--- config.mk ---
export PLATFORM = sky130hd
export DESIGN_NAME = nic_flat
export DESIGN_NICKNAME = d
export VERILOG_FILES = /design/src/rtl/nic_if.sv /design/src/rtl/nic.sv /design/src/flat_wrapper.sv
export SDC_FILE = /design/constraint.sdc
export NUM_CORES = 1
export LEC_CHECK = 0
export CORE_ASPECT_RATIO = 2
export CORE_MARGIN = 2
export CORE_UTILIZATION = 45
export CTS_CLUSTER_DIAMETER = 30
export DETAILED_ROUTE_END_ITERATION = 10
export PLACE_DENSITY = 0.76
export SKIP_CTS_REPAIR_TIMING = 1
export SLEW_MARGIN = 5
export SYNTH_ARGS = -nofsm -noshare
export SYNTH_HDL_FRONTEND = slang
export SYNTH_SLANG_ARGS = --single-unit
export TNS_END_PERCENT = 100
--- constraint.sdc ---
create_clock -name CLK -period 3.8 [get_ports CLK]
set_input_delay 0.76 -clock CLK [delete_from_list [all_inputs] [get_ports CLK]]
set_output_delay 0.76 -clock CLK [all_outputs]
set_load 0.05 [all_outputs]
--- src/rtl/nic_if.sv ---
// Node/NIC boundary: processor register port plus the router flit port.
// The master side is the environment (processor and router); the NIC itself is the slave.
interface nic_if #(
   parameter int DATA_W = 64
);
   logic [0:1]        addr;
   logic [0:DATA_W-1] d_in;
   logic [0:DATA_W-1] d_out;
   logic              nicEn;
   logic              nicWrEn;
   logic              net_si;
   logic              net_ri;
   logic [0:DATA_W-1] net_di;
   logic              net_so;
   logic              net_ro;
   logic [0:DATA_W-1] net_do;
   logic              net_polarity;

   modport master (
      output addr, d_in, nicEn, nicWrEn, net_si, net_di, net_ro, net_polarity,
      input  d_out, net_ri, net_so, net_do
   );

   modport slave (
      input  addr, d_in, nicEn, nicWrEn, net_si, net_di, net_ro, net_polarity,
      output d_out, net_ri, net_so, net_do
   );
endinterface

--- src/rtl/nic.sv ---
// Ring NIC: one-flit input and output buffers exposed to the processor as four
// polled registers, with a send/ready flit handshake toward the router port.
module nic #(
   parameter int DATA_W = 64
) (
   input  logic CLK,
   input  logic RESET,
   nic_if.slave bus
);
   logic [0:DATA_W-1] r_inBuf;
   logic [0:DATA_W-1] r_outBuf;
   logic [0:DATA_W-1] r_netDo;
   logic              r_inFull;
   logic              r_outFull;
   logic              r_netSo;

   logic              w_rdEn;
   logic              w_wrEn;
   logic              w_accept;
   logic              w_readIn;
   logic              w_loadOut;
   logic              w_inject;
   logic [0:DATA_W-1] w_dOut;

   assign w_rdEn    = bus.nicEn && !bus.nicWrEn;
   assign w_wrEn    = bus.nicEn && bus.nicWrEn;
   assign w_accept  = bus.net_si && !r_inFull;
   assign w_readIn  = w_rdEn && (bus.addr == 2'b00);
   assign w_loadOut = w_wrEn && (bus.addr == 2'b10) && !r_outFull;
   // A flit may only leave in the router phase that matches its VC bit (bit 0).
   assign w_inject  = r_outFull && bus.net_ro && (r_outBuf[0] == bus.net_polarity);

   // An arrival into an empty buffer takes precedence over a read of stale data.
   always_ff @(posedge CLK or negedge RESET) begin
      if (!RESET) begin
         r_inBuf  <= '0;
         r_inFull <= 1'b0;
      end else if (w_accept) begin
         r_inBuf  <= bus.net_di;
         r_inFull <= 1'b1;
      end else if (w_readIn) begin
         r_inFull <= 1'b0;
      end
   end

   always_ff @(posedge CLK or negedge RESET) begin
      if (!RESET) begin
         r_outBuf  <= '0;
         r_outFull <= 1'b0;
         r_netSo   <= 1'b0;
         r_netDo   <= '0;
      end else begin
         r_netSo <= w_inject;
         if (w_inject) begin
            r_netDo   <= r_outBuf;
            r_outFull <= 1'b0;
         end else if (w_loadOut) begin
            r_outBuf  <= bus.d_in;
            r_outFull <= 1'b1;
         end
      end
   end

   // Status flags sit in the least significant bit (index DATA_W-1).
   always_comb begin
      w_dOut = '0;
      if (w_rdEn) begin
         case (bus.addr)
            2'b00:   w_dOut = r_inBuf;
            2'b01:   w_dOut = {{(DATA_W-1){1'b0}}, r_inFull};
            2'b11:   w_dOut = {{(DATA_W-1){1'b0}}, r_outFull};
            default: w_dOut = '0;
         endcase
      end
   end

   assign bus.d_out  = w_dOut;
   assign bus.net_ri = !r_inFull;
   assign bus.net_so = r_netSo;
   assign bus.net_do = r_netDo;
endmodule

--- src/flat_wrapper.sv ---
// flat-port wrapper written by rule: the top's interface ports become plain ports
module nic_flat 
#(
   parameter int DATA_W = 64
)
  (CLK, RESET, bus_addr, bus_d_in, bus_nicEn, bus_nicWrEn, bus_net_si, bus_net_di, bus_net_ro, bus_net_polarity, bus_d_out, bus_net_ri, bus_net_so, bus_net_do);
  nic_if #(.DATA_W(DATA_W)) bus_i ();
  input  logic CLK;
  input  logic RESET;
  input wire logic [$bits(bus_i.addr)-1:0] bus_addr;
  input wire logic [$bits(bus_i.d_in)-1:0] bus_d_in;
  input wire logic [$bits(bus_i.nicEn)-1:0] bus_nicEn;
  input wire logic [$bits(bus_i.nicWrEn)-1:0] bus_nicWrEn;
  input wire logic [$bits(bus_i.net_si)-1:0] bus_net_si;
  input wire logic [$bits(bus_i.net_di)-1:0] bus_net_di;
  input wire logic [$bits(bus_i.net_ro)-1:0] bus_net_ro;
  input wire logic [$bits(bus_i.net_polarity)-1:0] bus_net_polarity;
  output wire logic [$bits(bus_i.d_out)-1:0] bus_d_out;
  output wire logic [$bits(bus_i.net_ri)-1:0] bus_net_ri;
  output wire logic [$bits(bus_i.net_so)-1:0] bus_net_so;
  output wire logic [$bits(bus_i.net_do)-1:0] bus_net_do;
  assign bus_i.addr = bus_addr;
  assign bus_i.d_in = bus_d_in;
  assign bus_i.nicEn = bus_nicEn;
  assign bus_i.nicWrEn = bus_nicWrEn;
  assign bus_i.net_si = bus_net_si;
  assign bus_i.net_di = bus_net_di;
  assign bus_i.net_ro = bus_net_ro;
  assign bus_i.net_polarity = bus_net_polarity;
  assign bus_d_out = bus_i.d_out;
  assign bus_net_ri = bus_i.net_ri;
  assign bus_net_so = bus_i.net_so;
  assign bus_net_do = bus_i.net_do;
  nic #(.DATA_W(DATA_W)) u_core (.CLK(CLK), .RESET(RESET), .bus(bus_i));
endmodule
==> results_dict.tcl, run 1 <==
set metrics [dict create \
    outcome "complete, no violations" \
    grt_usage_pct 19.52 \
    syn_avg_cell_area_um2 15.86 \
    antenna_found_initial 0 \
    synth_top_family_by_area "multiplexers" \
    synthMuxAreaShare_pct 27.97 \
    drt_iter0_markers 119 \
    synth_compound_area_share_pct 0.2576 \
    dp_slack_ns 0.6241 \
    die-width_um 96.92 \
    drive_gt1_share_pct 37.01 \
    synth_nets 627 \
    final_cell_mix "201 x clkdlybuf4s50_1, 195 x dfrtp_1, 176 x mux2_2" \
    rsz0062_at_grt "no" \
    min_path_type "primary input to asynchronous set/reset pin" \
    p_sw_mw 3.377 \
    cpPeakStageDelay_ns 0.55 \
    start_util_pct 45.44 \
    worst-path-buf-inv 3 \
    drcViolationCount 0 \
    busiest_layer "met2" \
    synth-seq-area-share_pct 62.79 \
    cp_max_fo 42 \
    syn_area_um2 7771 \
    die_h_um 189.8 \
    clkPwrFrac_pct 19.3 \
    clkLatencyLatePin_ns 0.43 \
    h-tree-depth 4 \
    clkTransAtPathRegs_ns 0.07 \
    synth_cells 490 \
    rrSetupSlack_ns 1.95 \
    layout_commonest_cell "clkdlybuf4s50_1" \
    leakage_nw 5.000 \
    arrival_ns 2.41 \
    numCtsBuffers 17 \
    core-area_um2 17100 \
    root_buffer "clkbuf_16" \
    final_net_count 894 \
    ant_nets 0 \
    cts_buffer_depth 2 \
    drt-total-wl_mm 17.19 \
    ys_seq_elements 195 \
    grt_first_pass_wirelength_mm 28.43 \
    n_antenna_cell 0 \
    io_pins 267 \
    crit_slowest_cell "clkdlybuf4s50_1" \
    r2r_start "u_core.r_outFull" \
    max_slew.worst_pin.slew_ns 0.8349 \
    swShare_pct 36.85 \
    met1_usage_pct 25.82 \
    path_delay_family "buffers and inverters" \
    setup_viol 0 \
    worstSetupEndpointType "primary output" \
    viasPerCell 4.951 \
    crit_chain "clkdlybuf4s50_1 -> nor4b_4 -> buf_4 -> and2_1 -> buf_12" \
    crit_path_start_kind "primary input" \
    slew_headroom_pct 44.34 \
    crit_type "primary input to primary output" \
    p_int_mw 5.786 \
    worstPathRequired_ns 3.04 \
    cts.sinks 195 \
    fmax_ghz 0.3156 \
    grt-ovfl-total 0 \
    grt_use_met3_pct 9.552 \
    dp_hpwl_mm 12.42 \
    combinationalPowerShare_pct 41.0 \
    firstDrtPassIters 5 \
    period_share_pct 83.39 \
    slew_viol_final 0 \
    grt_pass1_vias 5315 \
    skew_ns 0.01144 \
    globalplace.congestion 0.7550 \
    hold_viol 0 \
    synthAdderAreaFrac_pct 0 \
    r2r-end "u_core.bus.net_do[62]" \
    seqPwrFrac_pct 39.6 \
    grt_start_max_net_pins 97 \
    synth_xor_area_share_pct 0.1127 \
    yosysWarnings 0 \
    r2r_cells 3 \
    powerDensity_nw_per_um2 774.6 \
    ir_worst_vdd_mv 0.4117 \
    wl_per_cell_um 17.54 \
    cts_tree "yes" \
    vias 4852 \
    tns_ns 0 \
    synth_cell_types 19 \
    portBuffers 266 \
    syn2layout_area_growth_pct 52.21 \
    cap_violations 0 \
    min_period_ns 3.169 \
    dieArea_um2 18400 \
    yosys.area_share.simple_pct 6.311 \
    use_met2_pct 28.61 \
    setup_slack_ns 0.6311 \
    fill_cells 1216 \
    rows 68 \
]
[Yosys cell counts]
cell type    n  area share, %
o21bai_1     1          0.097
nand4b_4     1           0.31
nor2_8       1           0.26
and3_4       1           0.14
inv_1        2          0.097
a21oi_1      1          0.064
a22oi_1      1          0.097
nor3b_1      1          0.097
nor2b_1      1          0.081
and2_1      63            5.1
mux2_1      17            2.5
mux2_2     176             26
buf_6       11            1.6
buf_2        9           0.58
dfrtp_1    195             63
clkbuf_1     6           0.29
nor4b_4      1           0.31
nor2_1       1          0.048
xnor2_1      1           0.11
[registers in the layout, summed over array words and instances, names as in the netlist]
register and cells:
u_core.r_inBuf 64, u_core.r_outBuf 64, u_core.bus.net_do 64, u_core.r_inFull 1, u_core.bus.net_so 1, u_core.r_outFull 1
[how the worst max path moves through the flow]
stage | from | to | slack, ns | cells after the start
global route | bus_addr[1] | bus_d_out[36] | 0.53 | 5
floorplan | bus_addr[1] | bus_d_out[0] | 0.85 | 3
global placement | bus_addr[1] | bus_d_out[7] | 0.72 | 5
CTS | bus_addr[1] | bus_d_out[36] | 0.62 | 5
finish | bus_addr[1] | bus_d_out[36] | 0.63 | 5
detailed placement | bus_addr[1] | bus_d_out[36] | 0.62 | 5
[metal layers]
| layer | vias to the layer above | part of all wire [%] |
|---|---|---|
| li1 | 2229 | - |
| met1 | 2400 | 42 |
| met2 | 208 | 45 |
| met3 | 15 | 11 |
| met4 | 0 | 1.5 |
| met5 | - | 0 |
[area by class of cell]
cell class | instances | area (um^2) | area share, %
sequential | 195 | 4880 | 41.25
timing repair buffer | 274 | 3392 | 28.68
multi-input combinational | 267 | 2700 | 22.83
clock buffer | 18 | 429.2 | 3.628
tap | 210 | 262.8 | 2.221
clock inverter | 14 | 157.7 | 1.333
inverter | 2 | 7.507 | 0.06347
[through the flow]
step	utilization (%)	instance area (um^2)	total power [mW]	std cells	hold slack (ns)
floorplan	-	7771	6.088	490	0.4522
global placement	65.74	11240	7.344	948	0.4632
detailed placement	65.74	11240	7.475	948	0.4705
CTS	69.17	11830	9.281	980	0.4339
global route	69.17	11830	9.662	980	0.4626
finish	69.17	11830	9.163	980	0.4143
[cell families after synthesis]
| kind of cell | after synthesis |
|---|---|
| muxes | 193 |
| DFF | 195 |
| buffers and inverters | 28 |
| and+or+nand+nor | 70 |
| AOI/OAI and AO/OA | 3 |
| xor gates and xnor gates | 1 |
[power by group through the flow]
stage	combinational (mW)	sequential, mW	clock (mW)
floorplan	1.40	4.69	0
global placement	3.72	3.63	0
detailed placement	3.80	3.68	0
CTS	3.81	3.65	1.83
global route	3.96	3.78	1.92
finish	3.76	3.63	1.77
[worst reg2reg max path: stages, from the launching register on]
cell and delay (ns):
dfrtp_1 0.51, and3_4 0.53, buf_12 0.29, mux2_2 0.41
Note: power is estimated with default switching activity, not from simulation.
==> run 2, diff against run 1 <==
==> constraint.sdc (replaced) <==
create_clock -name CLK -period 3.3 [get_ports CLK]
set_input_delay 0.66 -clock CLK [delete_from_list [all_inputs] [get_ports CLK]]
set_output_delay 0.66 -clock CLK [all_outputs]
set_load 0.05 [all_outputs]
==> run 2 against run 1 <==
Net effect:
- routed wire length increased by 1.5%
- power increased by 15%
- sequential share of layout area about the same
- count of clock-buffer cells in the layout unchanged
- critical path depth unchanged
- via count increased by 1.3%
- clock skew decreased by 0.0015 ns
- critical path type unchanged
==> results_dict.tcl, run 2 (synthesis results as in run 1) <==
set metrics [dict create \
    drt_iter0_markers 106 \
    vias 4915 \
    worstPathRequired_ns 2.64 \
    io_pins 267 \
    numCtsBuffers 17 \
    setup_viol 0 \
    n_antenna_cell 0 \
    drt-total-wl_mm 17.46 \
    grt_first_pass_wirelength_mm 28.77 \
    h-tree-depth 4 \
    outcome "complete, no violations" \
    leakage_nw 4.999 \
    clkTransAtPathRegs_ns 0.07 \
    ant_nets 0 \
    dp_hpwl_mm 12.59 \
    syn2layout_area_growth_pct 52.34 \
    final_cell_mix "201 x clkdlybuf4s50_1, 195 x dfrtp_1, 176 x mux2_2" \
    wl_per_cell_um 17.76 \
    grt-ovfl-total 0 \
    rrSetupSlack_ns 1.48 \
    crit_type "primary input to primary output" \
    cts.sinks 195 \
    start_util_pct 45.44 \
    portBuffers 266 \
    cts_buffer_depth 2 \
    layout_commonest_cell "clkdlybuf4s50_1" \
    min_period_ns 2.948 \
    fmax_ghz 0.3392 \
    arrival_ns 2.29 \
    max_slew.worst_pin.slew_ns 0.6792 \
    root_buffer "clkbuf_16" \
    drcViolationCount 0 \
    skew_ns 0.009904 \
    cpPeakStageDelay_ns 0.53 \
    tns_ns 0 \
    cts_tree "yes" \
    slew_headroom_pct 54.72 \
    viasPerCell 5.000 \
    seq_area_um2 4880 \
    grt_usage_pct 19.61 \
    rows 68 \
    post-route-util_pct 69.23 \
    period_share_pct 89.34 \
    min_path_type "primary input to asynchronous set/reset pin" \
    clkLatencyLatePin_ns 0.42 \
    hold_viol 0 \
    r2r_cells 3 \
    antenna_found_initial 0 \
    ir_worst_vdd_mv 0.6630 \
    die-width_um 96.92 \
    slew_viol_final 0 \
    crit_chain "clkdlybuf4s50_1 -> nor4b_4 -> buf_4 -> and2_1 -> buf_12" \
    die_h_um 189.8 \
    firstDrtPassIters 4 \
    dieArea_um2 18400 \
    fill_cells 1211 \
    crit_slowest_cell "clkdlybuf4s50_1" \
    cp_max_fo 32 \
    r2r_start "u_core.r_outFull" \
    drive_gt1_share_pct 37.26 \
    crit_path_start_kind "primary input" \
    core-area_um2 17100 \
    multi_input_comb_area_um2 2700 \
    globalplace.congestion 0.7592 \
    powerDensity_nw_per_um2 889.6 \
    cap_violations 0 \
    grt_pass1_vias 5427 \
    rsz0062_at_grt "no" \
    r2r-end "u_core.bus.net_do[3]" \
    post-place-cells 951 \
    final_net_count 897 \
    worstSetupEndpointType "primary output" \
    grt_start_max_net_pins 86 \
    stdcell_count 983 \
    power_mw 10.53 \
]
-- run 2: changes by cell type in the layout (fill, tap and decap cells not counted), sizes merged --
cell	previous run	this run
buf	72	75
inv	12	8
clkinv	2	3
clkinvlp	1	4
-- run 2: where the power goes --
part	switching (mW)	leakage [nW]	internal [mW]	total (mW)
clock	0.944	0.271	1.07	2.01
combinational	2.34	2.38	2.00	4.34
sequential	0.590	2.34	3.59	4.18
-- run 2: through the flow --
step	setup slack [ns]	area, um^2	hold WS [ns]
CTS	0.3373	11840	0.2913
finish	0.3519	11840	0.2642
floorplan	0.5507	7771	0.3644
detailed placement	0.3623	11260	0.4729
global route	0.2836	11840	0.3214
global placement	0.4082	11260	0.4616
-- run 2: worst max-delay path by stage --
stage / startpoint / to / slack (ns) / cells after the start
after floorplan: bus_addr[1] / bus_d_out[0] / 0.55 / 3
after global placement: bus_addr[1] / bus_d_out[42] / 0.41 / 5
after detailed placement: bus_addr[1] / bus_d_out[42] / 0.36 / 5
after CTS: bus_addr[1] / bus_d_out[42] / 0.34 / 5
after global routing: bus_addr[1] / bus_d_out[42] / 0.28 / 5
final: bus_addr[1] / bus_d_out[42] / 0.35 / 5
-- run 2: area by class of cell --
type | count | area share [%]
inverter | 2 | 0.06341
clock buffer | 18 | 3.625
tap | 210 | 2.219
sequential | 195 | 41.22
timing repair buffer | 277 | 28.84
multi-input combinational | 267 | 22.81
clock inverter | 14 | 1.226
-- run 2: critical path: cells and delay by family --
| kind | cells | cell delay (ns) |
|---|---|---|
| buf+inv | 3 | 1.02 |
| simple gates | 2 | 0.60 |
-- run 2: per-layer routing --
metal | vias up | share of wire, % | GRT usage [%]
li1 | 2227 | - | -
met1 | 2466 | 43 | 25.64
met2 | 206 | 46 | 30.10
met3 | 16 | 9.5 | 8.266
met4 | 0 | 1.3 | 5.688
met5 | - | 0 | 0
==> RTL edit 1, RTL diff (settings of run 2) <==
`DATA_W` is set to 64 in 3 places; all go to 60.
--- a/src/rtl/nic_if.sv
+++ b/src/rtl/nic_if.sv
@@ -1,7 +1,7 @@
 // Node/NIC boundary: processor register port plus the router flit port.
 // The master side is the environment (processor and router); the NIC itself is the slave.
 interface nic_if #(
-   parameter int DATA_W = 64
+   parameter int DATA_W = 60
 );
    logic [0:1]        addr;
    logic [0:DATA_W-1] d_in;
--- a/src/rtl/nic.sv
+++ b/src/rtl/nic.sv
@@ -1,7 +1,7 @@
 // Ring NIC: one-flit input and output buffers exposed to the processor as four
 // polled registers, with a send/ready flit handshake toward the router port.
 module nic #(
-   parameter int DATA_W = 64
+   parameter int DATA_W = 60
 ) (
    input  logic CLK,
    input  logic RESET,
--- a/src/flat_wrapper.sv
+++ b/src/flat_wrapper.sv
@@ -1,7 +1,7 @@
 // flat-port wrapper written by rule: the top's interface ports become plain ports
 module nic_flat 
 #(
-   parameter int DATA_W = 64
+   parameter int DATA_W = 60
 )
   (CLK, RESET, bus_addr, bus_d_in, bus_nicEn, bus_nicWrEn, bus_net_si, bus_net_di, bus_net_ro, bus_net_polarity, bus_d_out, bus_net_ri, bus_net_so, bus_net_do);
   nic_if #(.DATA_W(DATA_W)) bus_i ();
Ports: changed (resized bus_d_in, bus_d_out, bus_net_di and bus_net_do); port bits go from 267 to 251. The function was not compared with the original's and may differ.
==> RTL edit 1 against run 2 <==
  * Sequential power shrank 4%
  * Via count shrank 5.4%
  * Design area shrank 4.0%
  * Synthesized cell count shrank 5.7%
  * Wire length grew 4.0%
  * Worst setup slack gained 0.070 ns
  * Core utilization grew 0.29 points
  * First-iteration DRC count shrank 4.7%
  * Die area shrank 3.2%
  * Sequential cell count shrank 12
  * Cell count shrank 5.4%
  * Largest cell class unchanged
  * Total power shrank 1.4%
  * Area after synthesis shrank 3.3%
==> RTL edit 1: results (changes against run 2) <==
[yosys]
ys_top_cells_by_count = dfrtp_1 (183), mux2_2 (118), and2_1 (59)
ys_types = 20  ; +1
ys_seq_area_share_pct = 60.92  ; -1.9 points
mappedNetlistNets = 591  ; -5.7%
synth_area_leaders = dfrtp_1 (61%), mux2_2 (18%), mux2_4 (12%), and2_1 (4.9%), buf_6 (1.9%)
yosys_warnings = 0  ; unchanged
synth_ff_type = dfrtp_1
ys_async_sr_fraction_pct = 100.0  ; unchanged

[power]
leakage_nw = 4.865  ; -2.7%
p_sw_share_pct = 36.49  ; -0.29 points
worst_ir_drop_vdd_mv = 0.3524  ; -47%

[final_layout]
diodes = 0  ; unchanged
fillers = 1093  ; -9.7%
drive_above_1_share_pct = 38.71  ; +1.4 points
finalNetCount = 843  ; -6.0%

[global_route]
grt_antenna_before_repair = 0  ; unchanged
grt_pass1_wl_mm = 28.48  ; -0.98%
grt_max_degree = 134  ; +56%
grt_use_total_pct = 21.29  ; +1.7 points
first_global_vias = 5403  ; -0.44%

[route]
vias = 4649  ; -5.4%
dr.pass1.iters = 4  ; unchanged
drt-initial-drc-count = 101  ; -4.7%
avgRoutedWirePerCell_um = 19.53  ; +10%

[critical_path]
crit_slowest_cell = clkdlybuf4s50_1
max_stage_delay_ns = 0.54
reg2reg_depth = 4  ; +1
arrival_ns = 2.22  ; -0.07 ns
worstPathMaxFanout = 60  ; +88%

[clock_network]
worst_skew_pair.late_latency_ns = 0.43
numCtsBuffers = 17  ; unchanged
clk_pin_slew_ns = 0.07  ; about the same
h-tree-depth = 4  ; unchanged
clockBufferDepth = 2  ; unchanged
root_buffer = clkbuf_16

[outcome]
outcome = finished, final reports clean

[placement]
io_buffers = 250  ; -6.0%
place_hpwl_mm = 13.49  ; +7.1%
gp_congestion = 0.7751  ; +2.1%

[min_path]
holdCritPathClass = in -> async

[sta]
fin_skew_ns = 0.01103  ; +0.001125 ns
worst_pin_slew_ns = 0.7397  ; +0.06046 ns

[flow_run]
maxCapViolCount = 0  ; unchanged

## RTL edit 1: critical path: cells and delay by family
| kind | cells | cell delay (ns) |
|---|---|---|
| buffers and inverters | 3 | 0.95 |
| AND/OR/NAND/NOR | 2 | 0.59 |
## RTL edit 1: logic make-up (layout without fill, tap and decap cells)
logic type             Yosys count  after routing  share of synthesized area [%]
buffers and inverters           28            292                          2.796
AO/OA/AOI/OAI                    3              3                         0.2663
AND/OR/NAND/NOR                 66             66                          5.892
flip-flops                     183            183                          60.92
multiplexers                   181            181                          30.01
XOR/XNOR                         1              1                         0.1165
## RTL edit 1: final timing paths
kind | from | slack (ns) | to
setup / recovery | bus_addr[1] | 0.42 | bus_d_out[1]
hold / removal | RESET | 0.07 | u_core.bus.net_do[38]
setup reg to reg | u_core.r_outBuf[0] | 1.50 | u_core.bus.net_do[40]
hold reg to reg | u_core.r_outBuf[41] | 0.49 | u_core.bus.net_do[41]
max in group asynchronous | RESET | 2.24 | u_core.r_outBuf[41]
min in group CLK | u_core.r_outBuf[41] | 0.49 | u_core.bus.net_do[41]
## RTL edit 1: final cells by class
cell class / instances / area (um^2) / share of cell area [%]
clock buffers: 19 / 442.9 / 3.897
clock inverters: 12 / 120.1 / 1.057
inverters: 2 / 7.507 / 0.06604
multi-input cells: 251 / 2740 / 24.11
flip-flops and latches: 183 / 4579 / 40.29
well taps: 204 / 255.2 / 2.245
repair buffers: 259 / 3222 / 28.34
## RTL edit 1: power by group through the flow
stage	Clock [mW]	Combinational [mW]	Sequential (mW)
final	1.95	4.41	4.02
after global routing	2.08	4.63	4.15
after CTS	2.00	4.47	4.03
after detailed placement	0	4.46	4.05
after global placement	0	4.35	3.96
after floorplan	0	1.81	5.09
## RTL edit 1: routing by layer
layer	up-vias	global-route usage (%)	share of wire, %
met5	-	0	0
met4	0	10.44	4.1
met3	43	5.975	5.9
met2	178	38.95	57
met1	2346	21.20	33
li1	2082	-	-
## RTL edit 1: per-stage QoR
step                area [um^2]  hold WS [ns]  util [%]  worst slack [ns]  std cells
floorplan                  7517        0.3644         -            0.5513        462
global placement          10800        0.4719     66.08            0.4922        899
detailed placement        10800        0.4783     66.08            0.4433        899
CTS                       11370       0.05921     69.52            0.4335        930
global route              11370       0.06614     69.52            0.3675        930
finish                    11370       0.06976     69.52            0.4223        930
==> RTL edit 2, RTL diff (flow settings as in run 2) <==
Without the edit above. Make the reset (`RESET`) synchronous in 2 clocked blocks.
--- a/src/rtl/nic.sv
+++ b/src/rtl/nic.sv
@@ -31,7 +31,7 @@
    assign w_inject  = r_outFull && bus.net_ro && (r_outBuf[0] == bus.net_polarity);
 
    // An arrival into an empty buffer takes precedence over a read of stale data.
-   always_ff @(posedge CLK or negedge RESET) begin
+   always_ff @(posedge CLK) begin
       if (!RESET) begin
          r_inBuf  <= '0;
          r_inFull <= 1'b0;
@@ -43,7 +43,7 @@
       end
    end
 
-   always_ff @(posedge CLK or negedge RESET) begin
+   always_ff @(posedge CLK) begin
       if (!RESET) begin
          r_outBuf  <= '0;
          r_outFull <= 1'b0;
Function: differs if RESET is asserted again (counterexample within 4 cycles, from zero or initial values and one cycle with RESET low); with RESET held inactive, the same outputs for 4 cycles.
==> RTL edit 2 against run 2 <==
  * Die area down 5.5%
  * Wire length grew 13%
  * First-iteration DRC count increased by 98%
  * Cell count is 26% higher
  * Synthesized cell count increased by 60%
  * Sequential cell count stayed put
  * Worst setup slack improved by 0.060 ns
  * Design area shrank 5.6%
  * Non-clock buffer count did not move
  * Area after synthesis is 5.7% lower
Power is not compared: it rests on default switching activity, and its combinational part moved more than twofold at a synthesized area within 25%.
==> RTL edit 2: results (changes against run 2) <==
[outcome]
outcome = finished, final reports clean

[critical_path]
worstPathMaxFanout = 42  ; +31%
reg2reg_slack_ns = 1.78  ; +0.30 ns
max_stage_delay_ns = 0.49  ; -0.04 ns
arrival_ns = 2.23  ; -0.06 ns
reg2reg_from = u_core.r_outFull
rr_endpoint = u_core.bus.net_do[30]
reg2reg_depth = 4  ; +1

[yosys]
ys_top_cells_by_count = nand2_1 (257), dfxtp_1 (195), a21oi_1 (64), a22o_1 (64), mux2i_1 (64)
mappedNetlistNets = 923  ; +47%
synthXorXnorAreaFrac_pct = 0.1195  ; +0.0068 points
synth_ff_type = dfxtp_1
ys_types = 26  ; +7
synth_compound_area_share_pct = 12.43  ; +12 points
synth_area_leaders = dfxtp_1 (53%), nand2_1 (13%), mux2i_1 (8.7%), a22o_1 (7.7%), and2_1 (5.4%)
ys_async_sr_fraction_pct = 0  ; -100 points
synth_mux_area_share_pct = 8.897  ; -19 points
ys_seq_area_share_pct = 53.28  ; -9.5 points

[sta]
relSlewSlack_pct = 53.96  ; -0.76 points
fin_skew_ns = 0.01060  ; +0.0006942 ns

[global_route]
grt_pass1_wl_mm = 31.25  ; +8.6%
first_global_vias = 6258  ; +15%
grt_use_total_pct = 22.51  ; +2.9 points

[route]
vias = 6209  ; +26%
drt-initial-drc-count = 210  ; +98%
drt-total-wl_mm = 19.67  ; +13%

[min_path]
holdCritPathClass = reg -> reg

[final_layout]
drive_above_1_share_pct = 11.23  ; -26 points
fillers = 1257  ; +3.8%
finalNetCount = 1157  ; +29%

[clock_network]
h-tree-depth = 4  ; unchanged

[placement]
gp_congestion = 0.7632  ; +0.53%
place_hpwl_mm = 13.40  ; +6.5%

RTL edit 2: worst max-delay path, delay by kind of cell:
| kind | cells | cell delay [ns] |
|---|---|---|
| buffers and inverters | 3 | 0.98 |
| and+or+nand+nor | 2 | 0.56 |
RTL edit 2: where the power goes:
part           internal [mW]  switching, mW
registers               2.42         0.0363
clock network           1.01          0.930
logic                  0.237          0.208
total                   3.66           1.17
RTL edit 2: layout make-up:
cell class	instances	area [um^2]	area share (%)
Sequential cell	195	3904	34.94
Inverter	2	7.507	0.06719
Tap cell	204	255.2	2.284
Timing Repair Buffer	277	3421	30.62
Multi-Input combinational cell	527	3029	27.11
Clock inverter	14	117.6	1.053
Clock buffer	18	439.2	3.931
RTL edit 2: worst max-delay path by stage:
| stage | from | endpoint | slack, ns |
|---|---|---|---|
| final | bus_addr[0] | bus_d_out[39] | 0.41 |
| after global routing | bus_addr[1] | bus_d_out[14] | 0.29 |
| after CTS | bus_addr[0] | bus_d_out[39] | 0.41 |
| after detailed placement | bus_addr[0] | bus_d_out[39] | 0.41 |
| after global placement | bus_addr[0] | bus_d_out[17] | 0.50 |
| after floorplan | bus_addr[1] | bus_d_out[0] | 0.57 |
RTL edit 2: cells by family (layout without fill, tap and decap cells):
kind of cell / Yosys count / count (layout)
muxes: 65 / 65
and+or+nand+nor: 329 / 329
buffers and inverters: 64 / 311
xor gates and xnor gates: 1 / 1
AOI/OAI and AO/OA: 132 / 132
DFF: 195 / 195
RTL edit 2: metal layers:
layer / share of wire [%] / track usage, % / vias to the layer above
met1: 42 / 28.33 / 2903
met5: 0 / 0 / -
met2: 47 / 35.83 / 233
met4: 1.7 / 6.841 / 0
met3: 9.7 / 8.340 / 18
li1: - / - / 3055
RTL edit 2: metrics by stage:
stage / cells / hold slack (ns) / instance area (um^2) / setup slack (ns) / total power [mW]
floorplan: 786 / 0.4317 / 7327 / 0.5716 / 2.711
global placement: 1205 / 0.4367 / 10620 / 0.5036 / 2.940
detailed placement: 1205 / 0.4440 / 10620 / 0.4143 / 2.951
CTS: 1237 / 0.4537 / 11170 / 0.4099 / 4.889
global route: 1237 / 0.4801 / 11170 / 0.2923 / 5.026
finish: 1237 / 0.4514 / 11170 / 0.4121 / 4.837
